### src/rtl/oled_queue.sv
// oled_queue: AHB-Lite slave that queues 16-bit command/data words for an OLED
// serializer. Words pushed at 0x0 are commands (dnc=0), at 0x4 are data (dnc=1).
// Status at 0x8 reports count, empty, full and a sticky overflow. A write to 0xC
// flushes the queue. Zero wait states throughout.
module oled_queue #(
    parameter int DEPTH = 8
) (
    input  logic        HCLK,
    input  logic        HRESETn,
    input  logic        HSEL,
    input  logic        HREADY,
    input  logic        HWRITE,
    input  logic [31:0] HADDR,
    input  logic [31:0] HWDATA,
    input  logic [2:0]  HSIZE,
    input  logic [1:0]  HTRANS,
    output logic [31:0] HRDATA,
    output logic        HREADYOUT,
    output logic        out_valid,
    output logic        out_dnc,
    output logic [15:0] out_data,
    input  logic        out_ready
);

    localparam int PW = $clog2(DEPTH);
    localparam int CW = PW + 1;
    localparam logic [CW-1:0] DEPTH_C = CW'(DEPTH);
    localparam logic [PW-1:0] LAST_C  = PW'(DEPTH - 1);

    logic [PW-1:0] wr_ptr_q, wr_ptr_d;
    logic [PW-1:0] rd_ptr_q, rd_ptr_d;
    logic [CW-1:0] count_q, count_d;
    logic          overflow_q, overflow_d;
    logic          dp_valid_q, dp_valid_d;
    logic          dp_write_q, dp_write_d;
    logic [1:0]    dp_addr_q, dp_addr_d;
    logic [16:0]   mem_q [DEPTH];

    logic empty, full;
    logic push_req, do_push, do_pop, do_flush, st_read;
    logic unused_ok;

    // Only word index bits [3:2] and the low half of write data matter.
    assign unused_ok = ^{HSIZE, HADDR[31:4], HADDR[1:0], HWDATA[31:16]};

    assign empty    = (count_q == '0);
    assign full     = (count_q == DEPTH_C);
    assign push_req = dp_valid_q && dp_write_q && !dp_addr_q[1];
    assign do_flush = dp_valid_q && dp_write_q && (dp_addr_q == 2'b11);
    assign st_read  = dp_valid_q && !dp_write_q && (dp_addr_q == 2'b10);
    // Flush beats a same-cycle pop so the serializer never sees a stale head.
    assign do_pop   = !empty && out_ready && !do_flush;
    // A full queue still takes a push when the head leaves in the same cycle.
    assign do_push  = push_req && (!full || do_pop);

    assign HREADYOUT = 1'b1;
    assign out_valid = !empty;
    assign out_dnc   = empty ? 1'b0  : mem_q[rd_ptr_q][16];
    assign out_data  = empty ? 16'h0 : mem_q[rd_ptr_q][15:0];
    assign HRDATA    = st_read ? {15'h0, overflow_q, 6'h0, full, empty, 3'h0, 5'(count_q)}
                               : 32'h0;

    // Next-state: address-phase capture, pointer/count/overflow updates.
    always_comb begin
        dp_valid_d = HSEL && HREADY && (HTRANS != 2'b00);
        dp_write_d = HWRITE;
        dp_addr_d  = HADDR[3:2];
        wr_ptr_d   = wr_ptr_q;
        rd_ptr_d   = rd_ptr_q;
        count_d    = count_q;
        overflow_d = overflow_q;
        if (do_flush) begin
            wr_ptr_d   = '0;
            rd_ptr_d   = '0;
            count_d    = '0;
            overflow_d = 1'b0;
        end else begin
            if (do_push) begin
                wr_ptr_d = (wr_ptr_q == LAST_C) ? '0 : wr_ptr_q + 1'b1;
            end
            if (do_pop) begin
                rd_ptr_d = (rd_ptr_q == LAST_C) ? '0 : rd_ptr_q + 1'b1;
            end
            if (do_push && !do_pop) begin
                count_d = count_q + 1'b1;
            end else if (!do_push && do_pop) begin
                count_d = count_q - 1'b1;
            end
            if (push_req && !do_push) begin
                overflow_d = 1'b1;
            end
        end
    end

    // Control state registers with asynchronous active-low reset.
    always_ff @(posedge HCLK or negedge HRESETn) begin
        if (!HRESETn) begin
            wr_ptr_q   <= '0;
            rd_ptr_q   <= '0;
            count_q    <= '0;
            overflow_q <= 1'b0;
            dp_valid_q <= 1'b0;
            dp_write_q <= 1'b0;
            dp_addr_q  <= 2'b00;
        end else begin
            wr_ptr_q   <= wr_ptr_d;
            rd_ptr_q   <= rd_ptr_d;
            count_q    <= count_d;
            overflow_q <= overflow_d;
            dp_valid_q <= dp_valid_d;
            dp_write_q <= dp_write_d;
            dp_addr_q  <= dp_addr_d;
        end
    end

    // Entry storage; left unreset since it is only visible while count > 0.
    always_ff @(posedge HCLK) begin
        if (do_push) begin
            mem_q[wr_ptr_q] <= {dp_addr_q[0], HWDATA[15:0]};
        end
    end

endmodule

### config.mk
export PLATFORM = sky130hd
export DESIGN_NAME = oled_queue
export DESIGN_NICKNAME = d
export VERILOG_FILES = /design/src/rtl/oled_queue.sv
export SDC_FILE = /design/constraint.sdc
export NUM_CORES = 1
export LEC_CHECK = 0
export BUFFER_PORTS_ARGS = -buffer_cell sky130_fd_sc_hd__buf_2
export CAP_MARGIN = 20
export CORE_ASPECT_RATIO = 0.8
export CORE_MARGIN = 3
export CORE_UTILIZATION = 59
export DETAILED_ROUTE_END_ITERATION = 16
export GPL_TIMING_DRIVEN = 1
export PLACE_DENSITY = 0.85
export SLEW_MARGIN = 40
export SYNTH_ARGS = -nofsm -noshare
export SYNTH_HDL_FRONTEND = slang
export SYNTH_SLANG_ARGS = --single-unit
### constraint.sdc
create_clock -name HCLK -period 4.6 [get_ports HCLK]
set_clock_uncertainty 0.2 [all_clocks]
set_input_delay 0.69 -clock HCLK [delete_from_list [all_inputs] [get_ports HCLK]]
set_output_delay 0.69 -clock HCLK [all_outputs]
set_load 0.03 [all_outputs]
==> reports/results.tsv <==
stage	metric	value	unit
outcome	status	complete, no violations	
clocking	cts_made_buffers	17	
final_layout	fillers	624	
clocking	clk_pin_slew	0.06	ns
power_and_ir_drop	clockPowerShare	0.316	
final_layout	drive_gt1_frac	0.3279	
final_layout	layout_common_cells	edfxtp_1 (136), buf_2 (50), mux4_2 (34)	
hold_path	hold_path.class	input pin to flip-flop	
timing	setup-violations-final	0	
setup_path	r2r_cells	7	
clocking	clk_latency	0.42	ns
setup_path	startpoint_type	flip-flop	
grt	grt.overflow.total	0	
grt	grt_pass1_wl	19.67	mm
die	rows	33	
final_layout	final_common_cell	edfxtp_1	
setup_path	arrival	2.64	ns
detailed_routing	dr_total_vias	3448	
clocking	post-cts-setup-buffers	0	
detailed_routing	dr.pass1.iters	6	
final_layout	area_growth	14.64	%
placed_design	dpl.hpwl	7.300	mm
final_layout	nets	503	
yosys	yosysTopAreaCellShare	0.6361	
timing	worst_pin_slew	0.6816	ns
yosys	ys_seq_area_frac	0.6946	
power_and_ir_drop	powerDensity	600.3	mW/mm^2
yosys	synth_ff_type	edfxtp_1	
detailed_routing	routed_wl	12.61	mm
clocking	htree_levels	4	
setup_path	end_kind	output pin	
yosys	avgSynthCellArea	17.98	sq um
detailed_routing	ant_nets	0	
timing	period_needed	3.533	ns
timing	relSlewSlack	0.5392	
power_and_ir_drop	cellLeakagePower	0.002613	uW
hold_path	holdPathStages	1	
setup_path	critPathRequiredTime	3.71	ns
clocking	tritoncts	yes	
setup_path	critPathMaxFanout	26	
timing	finalMaxSlewViolations	0	
job	max-cap-violations	0	
detailed_routing	drt_iter0_drc	331	
clocking	cts.sink_count	151	
yosys	ys_types	44	
detailed_routing	drc_errors	0	
die	dieWidth	122.6	um
detailed_routing	viasPerCell	6.017	
final_layout	post-route-util	0.7045	
timing	hold_viol	0	
timing	rsz0062_at_grt	no	
setup_path	crit_type	flip-flop to output pin	
power_and_ir_drop	p_switching	1432	uW
yosys	syn_area	0.006420	sq mm
die	start_util	0.6146	
yosys	yosys_warnings	0	
timing	fin_setup_tns	0	ns
placed_design	gp_routability_congestion	0.7978	
placed_design	port_buffers	50	
clocking	root_buffer	clkbuf_16	
power_and_ir_drop	ir_drop	0.0004327	V
yosys	netlist_instances	357	
yosys	yosysTopAreaCell	edfxtp_1	
grt	grt_pass1_vias	3463	
final_layout	antennaDiodeCount	0	
timing	period_share	0.7681	
die	fp.dieArea	0.01218	sq mm
yosys	synth-seq-cells	151	
detailed_routing	wl_per_cell	22.01	um
power_and_ir_drop	swShare	0.3242	
grt	grt_max_degree	27	
yosys	synthArstFlopShare	0.09934	
die	die_y	99.30	um
grt	antenna_found_initial	0	
power_and_ir_drop	pwr-share-seq	0.389	
power_and_ir_drop	p_int	2985	uW
grt	grt.total_usage	0.2264	
clocking	clk_path_buf_depth	2	
power_and_ir_drop	power_frac_comb	0.295	
yosys	synth-edff-count	136	
die	num_io_pins	126	
timing	timing.fmax	283.0	MHz
die	coreArea	0.01045	sq mm
yosys	synthTopCellsByArea	edfxtp_1 (64%), mux4_2 (12%), dfrtp_1 (5.8%)	
==> timing repair <==
item | CTS | global route
hold buffers | 1 | 0
hold endpoints to repair | 15 | 0
gates resized for setup | 0 | 0
==> stage by stage <==
stage               total power (uW)  instances  hold slack (ns)  setup slack, ns  cell area (sq um)
global placement                2986        541           0.2753            1.508               6756
CTS                             4444        573           0.1677           0.9991               7360
floorplan                       2753        381           0.1944            1.353               6510
global route                    4613        573           0.1560           0.8464               7360
finish                          4418        573           0.1802            1.067               7360
detailed placement              3038        541           0.2855            1.464               6758
==> area by class of cell <==
class / instances / area [sq um] / area share
tap: 140 / 175.2 / 0.02380
clock inverter: 12 / 158.9 / 0.02159
sequential: 151 / 4462 / 0.6063
clock buffer: 19 / 432.9 / 0.05882
timing repair buffer: 63 / 350.3 / 0.04760
multi-input combinational: 184 / 1765 / 0.2399
inverter: 4 / 15.01 / 0.002040
==> cell families after synthesis <==
logic type / count (synthesis) / share of synthesized area
buf+inv: 46 / 0.04989
mux: 51 / 0.1458
flops: 151 / 0.6946
fa+ha+maj: 7 / 0.01481
compound gates: 24 / 0.03352
xor+xnor: 1 / 0.001365
other cells: 2 / 0.001170
simple gates: 75 / 0.05886
==> synth_stat cells, types with 2 or more instances <==
library cell,number
nand2_1,20
a21oi_1,8
buf_4,30
nand3b_1,2
buf_6,4
conb_1,2
nor2_1,25
inv_1,3
nand2b_1,2
ha_1,6
edfxtp_1,136
o21ai_0,3
and2_1,4
o311ai_1,2
nand3_1,2
buf_2,4
o211ai_1,2
dfrtp_1,15
mux4_2,34
nand4_1,2
nor4_1,4
clkbuf_1,4
mux2i_1,17
nor3_1,6
==> metal layers <==
| metal | GRT usage | up-vias | share of wire |
|---|---|---|---|
| met2 | 0.3611 | 169 | 0.52 |
| met4 | 0.08692 | 0 | 0.021 |
| met5 | 0 | - | 0 |
| met1 | 0.2994 | 1769 | 0.39 |
| met3 | 0.06708 | 27 | 0.074 |
| li1 | - | 1483 | - |
==> sequential cells by signal, indices dropped and copies added, names as in the netlist <==
signal	flops
mem_q	136
count_q	4
rd_ptr_q	3
wr_ptr_q	3
dp_addr_q	2
dp_valid_q	1
dp_write_q	1
overflow_q	1
==> worst max-delay path, stage by stage (launching register included) <==
cell and delay, ns:
dfrtp_2 0.61, buf_4 0.53, mux4_2 0.60, mux2i_1 0.23, nor2_1 0.06, buf_2 0.18
==> path summary, 6_finish.rpt <==
kind	startpoint	end	slack, ns
worst max-delay path	rd_ptr_q[0]$_DFFE_PN0P_	out_data[1]	1.07
worst min-delay path	HADDR[3]	dp_addr_q[1]$_DFF_PN0_	0.18
worst max register to register	count_q[0]$_DFFE_PN0P_	count_q[3]$_DFFE_PN0P_	1.69
worst min register to register	overflow_q$_DFFE_PN0P_	overflow_q$_DFFE_PN0P_	0.30
max in group asynchronous	HRESETn	rd_ptr_q[2]$_DFFE_PN0P_	3.43
min in group asynchronous	HRESETn	count_q[3]$_DFFE_PN0P_	0.50
==> power groups by stage <==
| stage | clock (uW) | combinational (uW) | sequential, uW |
|---|---|---|---|
| 2_1_floorplan | 0 | 1140 | 1610 |
| 3_3_place_gp | 0 | 1250 | 1730 |
| 3_5_place_dp | 0 | 1290 | 1740 |
| 4_1_cts | 1410 | 1320 | 1720 |
| 5_1_grt | 1470 | 1410 | 1730 |
| 6_report | 1400 | 1300 | 1720 |
No activity file was read; power rests on OpenSTA's default activity.
